==> config.mk <==
export PLATFORM = sky130hd
export DESIGN_NAME = pc_sequencer
export DESIGN_NICKNAME = d
export VERILOG_FILES = /design/src/rtl/pc_sequencer_pkg.sv /design/src/rtl/pc_sequencer.sv
export SDC_FILE = /design/constraint.sdc
export NUM_CORES = 1
export LEC_CHECK = 0
export ABC_AREA = 1
export CORE_AREA = 2 2 69 45
export DETAILED_ROUTE_END_ITERATION = 12
export DIE_AREA = 0 0 71 47
export PLACE_DENSITY = 0.81
export SLEW_MARGIN = 20
export SYNTH_ARGS = -nofsm -noshare
export SYNTH_HDL_FRONTEND = slang
export SYNTH_SLANG_ARGS = --single-unit
==> constraint.sdc <==
create_clock -name Clock -period 2.2 [get_ports Clock]
set_clock_uncertainty 0.1 [all_clocks]
set_input_delay 0.22 -clock Clock [delete_from_list [all_inputs] [get_ports Clock]]
set_output_delay 0.22 -clock Clock [all_outputs]
set_load 0.02 [all_outputs]
==> src/rtl/pc_sequencer_pkg.sv <==
// Shared processor definitions used by the fetch path: PC width, reset vector
// and the sequencer state encoding.
package pc_sequencer_pkg;

    localparam int PC_WIDTH = 8;
    localparam logic [PC_WIDTH-1:0] RESET_VECTOR_DEF = 8'h00;

    typedef enum logic [2:0] {
        ST_INIT   = 3'd0,
        ST_FETCH  = 3'd1,
        ST_HOLD   = 3'd2,
        ST_UPDATE = 3'd3,
        ST_HALTED = 3'd4
    } seq_state_e;

endpackage

==> src/rtl/pc_sequencer.sv <==
// Fetch sequencer: loads the PC register, reads instruction bytes at PCOut,
// presents them to the control unit and computes the next PC.
//
// state     | meaning
// ----------+-------------------------------------------------------------
// ST_INIT   | write RESET_VECTOR into the PC register
// ST_FETCH  | MemRead high at PCOut, wait for MemReady
// ST_HOLD   | Instr valid, wait for accept (or Halt)
// ST_UPDATE | write sequential/branch next PC
// ST_HALTED | stopped until Reset
module pc_sequencer
    import pc_sequencer_pkg::*;
#(
    parameter int                WIDTH        = PC_WIDTH,
    parameter logic [WIDTH-1:0]  RESET_VECTOR = RESET_VECTOR_DEF
) (
    input  logic             Clock,
    input  logic             Reset,
    input  logic [WIDTH-1:0] PCOut,
    output logic [WIDTH-1:0] PCIn,
    output logic             PCWrite,
    output logic [WIDTH-1:0] MemAddr,
    output logic             MemRead,
    input  logic [WIDTH-1:0] MemData,
    input  logic             MemReady,
    output logic [WIDTH-1:0] Instr,
    output logic             InstrValid,
    input  logic             InstrAccept,
    input  logic             Branch,
    input  logic [WIDTH-1:0] BranchTarget,
    input  logic             Halt,
    output logic             Halted
);

    seq_state_e       state;
    logic [WIDTH-1:0] instr_q;
    logic [WIDTH-1:0] next_pc;

    always_ff @(posedge Clock) begin
        if (Reset) begin
            state   <= ST_INIT;
            instr_q <= '0;
            next_pc <= RESET_VECTOR;
        end else begin
            case (state)
                ST_INIT: state <= ST_FETCH;
                ST_FETCH: begin
                    if (MemReady) begin
                        instr_q <= MemData;
                        state   <= ST_HOLD;
                    end
                end
                ST_HOLD: begin
                    // Halt takes priority over a simultaneous accept
                    if (Halt) begin
                        state <= ST_HALTED;
                    end else if (InstrAccept) begin
                        next_pc <= Branch ? BranchTarget : PCOut + WIDTH'(1);
                        state   <= ST_UPDATE;
                    end
                end
                ST_UPDATE: state <= ST_FETCH;
                ST_HALTED: state <= ST_HALTED;
                default:   state <= ST_INIT;
            endcase
        end
    end

    // Strobes decode straight from the state register; Reset masks them so
    // nothing is requested while the sequencer is held in reset.
    assign PCWrite    = !Reset && ((state == ST_INIT) || (state == ST_UPDATE));
    assign MemRead    = !Reset && (state == ST_FETCH);
    assign InstrValid = !Reset && (state == ST_HOLD);
    assign Halted     = !Reset && (state == ST_HALTED);

    // next_pc holds RESET_VECTOR through INIT and the last computed PC after,
    // so PCIn keeps its last driven value and PCWrite alone qualifies it.
    assign PCIn    = next_pc;
    assign MemAddr = PCOut;
    assign Instr   = instr_q;

endmodule

Yosys cells after proc, flatten, opt, wreduce, memory -nomap -nowiden
Index checks and enable logic that the tools add are counted.

storage, ports and cells
  register bits = 19
  latch bits = 0
  RAM bits = 0
  memory bits (read-only) = 0
  input port bits = 30
  output and inout bits = 28
  logic and storage cells = 27
  memories = 0

cells by class
  $add $sub $neg = 1
  multipliers = 0
  div/mod/pow operators = 0
  magnitude comparators = 0
  equal/unequal tests = 6
  shifts and indexed selects = 0
  muxes and demuxes = 5
  bitwise gates (word level) = 1
  reduce and logical (&&, ||, !) cells = 11

operators by type and width
  kind                                                 number
  case mux 3 bit (4 select lines)                      1
  2-to-1 mux 3 bit                                     3
  adder 8 x 1 -> 8 bit, second input constant          1
  2-to-1 mux 8 bit                                     1
  equality test 3 x 2 -> 1 bit, second input constant  2
  logical AND 1 bit                                    4
  AND reduction 2 bit                                  2
  equality test 3 x 1 -> 1 bit, second input constant  1
  equality test 3 bit, second input constant           1
  zero test 3 bit                                      1
  inequality test 3 bit, second input constant         1
  AND reduction 3 bit                                  1
  inequality test 2 bit, second input constant         1
  OR reduction 2 bit                                   1
  zero test 1 bit                                      1
  logical OR 1 bit                                     1
  inverter 1 bit                                       1

Depth between registers and ports, before layout
  word-level depth = 3
  gate-level depth with buffers = 8
  mapped depth without buffers = 8

Worst setup path after synthesis
Ideal clock, no wire load.

  path type = reg-to-output
  from = register state[1]
  to = output MemRead
  data arrival time = 0.919 ns
  required time = 1.880 ns
  path slack = 0.961 ns
  cell stages (with the launch flop) = 6
  buffers on the path = 0
  cells stage by stage = dfxtp_1 > inv_1 > nand2_1 > nor2_2 > inv_2 > nor2_1

between the ends
  word-level cells in the longest chain between the ends = 2

ends and longest elaborated chain
  item                          line                text
  start, declared               pc_sequencer.sv:35  seq_state_e state;
  start signal, assigned        pc_sequencer.sv:41  state <= ST_INIT;
  start signal, assigned        pc_sequencer.sv:46  ST_INIT: state <= ST_FETCH;
  start signal, assigned        pc_sequencer.sv:50  state <= ST_HOLD;
  equality test 3 x 1 -> 1 bit  pc_sequencer.sv:72  assign MemRead = !Reset && (state == ST_FETCH);
  logical AND 1 bit             pc_sequencer.sv:72
  end, declared                 pc_sequencer.sv:23  output logic MemRead,

Every way passes these cells.

Worst setup path after layout
Ends and elaborated chain as after synthesis.

==> out/results.ini <==
[run_status]
outcome = completed

[cells_and_area]
area_growth_syn_to_layout_pct = 57.58
post_route_cells_drive_above_1_share_pct = 7.282
final_nets = 238
antenna_cells = 0

[pwr]
combinationalPowerShare_pct = 35.1
power_density_mw_per_mm2 = 606.2
internal-power_uw = 670.1
switching_share_pct = 32.03
net_load_switching_power_uw = 315.8
p_clk_share_pct = 24.5
static-leakage-power_nw = 0.6718
seq_power_share_pct = 40.4
power.ir.vdd_worst_uv = 255.4
fin_total_pwr_uw = 986.0

[sta]
setup-violations-final = 0
slew_viol_final = 0
timing.max_slew.rel_slack_pct = 79.46
timing.fmax_mhz = 508.2
fin_worst_hold_slack_ps = 377.0
layout_setup_ws_ps = 232.2
worst_slew_pin_slew_ps = 307.7
grt_setup_unrepaired = false
final.setup.tns_ps = 0
hold_violations = 0
final.min_clock_period_ps = 1968
finalCritPeriodShare_pct = 89.45

[synthesis]
yosys.area_share.simple_pct = 34.79
yosys.area_share.xor_xnor_pct = 1.697
synth-adder-area-share_pct = 1.212
sequential_cell_area_fraction_in_the_yosys_report_pct = 36.85
yosys_register_bits = 19
netlist_instances = 155
yosysUniqueCellTypes = 24
yosys_warnings = 0
netlist_area_mm2 = 0.001032
synthMuxAreaShare_pct = 0
synth_top_family_by_area = simple AND/OR/NAND/NOR gates
synth_compound_area_share_pct = 12.73
syn-mean-instance-area_um2 = 6.660
syn_nets = 186

[worst_setup_path]
worstPathRequired_ps = 1880
critPathMaxFanout = 3
worst-endpoint-arrival_ps = 1650
cp-startpoint = state[1]$_SDFFE_PP0P_
start_kind = register
endpoint_kind = output pin
regToRegStartpoint = state[0]$_SDFFE_PP0P_
setup.worst_path.class = reg2out

[cts]
clock-sinks = 19
cts.repair.resized = 0
ctsHtreeMaxLevel = 1
tritoncts.num_buffers = 3
hold_buffers = 0
cts_setup_buffers = 0
cts_tree = done
cts-root-to-sink-buffers = 2
cts.root.buffer_cell = sky130_fd_sc_hd__clkbuf_8
worstSkewPairLatency_ps = 250
cts.clk_slew.worst_paths_ps = 70

[placed_design]
dp_hpwl_mm = 1.987
preCtsSetupSlack_ps = 292.3
buffer_ports.inserted = 57
gpl.final_weighted_congestion = 0.7352

[global_routing]
first_pass_grt_wire_length_mm = 4.153
grt_overflow = 0
grt_pass1_vias = 940
grt_util_all_layers_pct = 16.38
grt_start_max_net_pins = 12
grt_antenna_before_repair = 0

[drt]
route.antenna.remaining_nets = 0
dr.pass1.iters = 4
vias = 1083
drt_iter0_drc = 54
drt_drc_violations_left = 0
route.detailed.vias_per_inst = 4.513
routedWlPerCell_um = 10.44
finalWirelength_mm = 2.505

[worst_hold_path]
min-delay-start = PCIn[5]$_SDFFE_PP0P_
min-delay-path-class = reg2reg

[die]
initial_utilization_pct = 37.93
num_io_pins = 58
chipWidth_um = 71
floorplan.die_area_mm2 = 0.003337
core_area_mm2 = 0.002721
die_height_um = 47
num_rows = 15

[run]
max_cap_violations = 0

==> flip-flops by register name, indices dropped and copies added (netlist names) <==
name	flops
PCIn	8
Instr	8
state	3
==> cells by family (layout without fill, tap and decap cells) <==
kind of cell / Yosys count / after routing
simple gates: 83 / 83
buf+inv: 26 / 77
compound gates: 24 / 24
flops: 19 / 19
xor+xnor: 2 / 2
fa+ha+maj: 1 / 1
==> metal layers <==
| metal | part of all wire [%] | global-route usage [%] | vias up |
|---|---|---|---|
| met5 | 0 | 0 | - |
| met3 | 7.8 | 5.365 | 2 |
| met4 | 0.32 | 3.396 | 0 |
| li1 | - | - | 584 |
| met1 | 51 | 23.00 | 456 |
| met2 | 41 | 25.05 | 41 |
==> cells in the final DEF (no fill, tap or decap), drive strengths merged <==
master | netlist | routed
nor2 | 41 | 41
o21ai | 14 | 14
buf | 10 | 1
o22ai | 1 | 1
a21oi | 5 | 5
nand3 | 9 | 9
a211oi | 1 | 1
xor2 | 1 | 1
clkinv | 0 | 1
ha | 1 | 1
inv | 15 | 15
a31oi | 3 | 3
clkdlybuf4s50 | 0 | 57
xnor2 | 1 | 1
nand2 | 33 | 33
clkbuf | 1 | 3
dfxtp | 19 | 19
==> critical path: stages (launching register included) <==
cell	delay (ps)
sky130_fd_sc_hd__dfxtp_1	350
sky130_fd_sc_hd__inv_1	90
sky130_fd_sc_hd__nand2_1	70
sky130_fd_sc_hd__nor2_2	130
sky130_fd_sc_hd__inv_2	70
sky130_fd_sc_hd__nor2_1	80
sky130_fd_sc_hd__clkdlybuf4s50_1	610
==> path summary, 6_finish.rpt <==
kind,endpoint,slack (ps),cells past startpoint
worst max-delay path,MemRead,230,6
worst min-delay path,PCIn[5]$_SDFFE_PP0P_,380,2
worst max register to register,PCIn[3]$_SDFFE_PP0P_,960,8
worst min register to register,PCIn[5]$_SDFFE_PP0P_,380,2
==> power groups by stage <==
stage / Sequential, mW / Combinational, mW / Clock (mW)
after floorplan: 0.436 / 0.163 / 0
after global placement: 0.405 / 0.345 / 0
after detailed placement: 0.406 / 0.348 / 0
after CTS: 0.398 / 0.349 / 0.250
after global routing: 0.404 / 0.381 / 0.265
final: 0.398 / 0.346 / 0.242
==> cells in the mapped netlist <==
library cell               number  share of area (%)
sky130_fd_sc_hd__inv_2          3                1.1
sky130_fd_sc_hd__nand2_1       32                 12
sky130_fd_sc_hd__buf_1          1               0.36
sky130_fd_sc_hd__a31oi_1        3                1.8
sky130_fd_sc_hd__a21oi_2        1               0.85
sky130_fd_sc_hd__buf_4          8                5.8
sky130_fd_sc_hd__nand3_1        8                3.9
sky130_fd_sc_hd__o22ai_1        1               0.61
sky130_fd_sc_hd__xor2_1         1               0.85
sky130_fd_sc_hd__o21ai_0       14                6.8
sky130_fd_sc_hd__ha_1           1                1.2
sky130_fd_sc_hd__xnor2_1        1               0.85
sky130_fd_sc_hd__dfxtp_1       19                 37
sky130_fd_sc_hd__nor2_2         2                1.2
sky130_fd_sc_hd__nand3_4        1                1.7
sky130_fd_sc_hd__nor2_8         1                1.9
sky130_fd_sc_hd__nor2_1        38                 14
sky130_fd_sc_hd__nand2_2        1               0.61
sky130_fd_sc_hd__a211oi_1       1               0.73
sky130_fd_sc_hd__inv_1         11                4.0
sky130_fd_sc_hd__a21oi_1        4                1.9
sky130_fd_sc_hd__buf_2          1               0.48
sky130_fd_sc_hd__inv_4          1               0.61
sky130_fd_sc_hd__clkbuf_1       1               0.36
==> per-stage QoR <==
step	utilization (%)	cell area, µm²	std cells
6_report	59.77	1627	240
5_1_grt	59.77	1627	240
4_1_cts	59.77	1627	240
3_5_place_dp	58.07	1580	236
3_3_place_gp	58.07	1580	236
2_1_floorplan	-	1032	155
==> cell type report <==
cell class,instances,area [µm²]
clock buffer,3,41.29
timing repair buffer,58,578.1
fill,249,1095
sequential,19,380.4
clock inverter,1,5.005
multi-input combinational,110,520.5
tap,34,42.54
inverter,15,58.81
(Power assumes the default switching activity.)
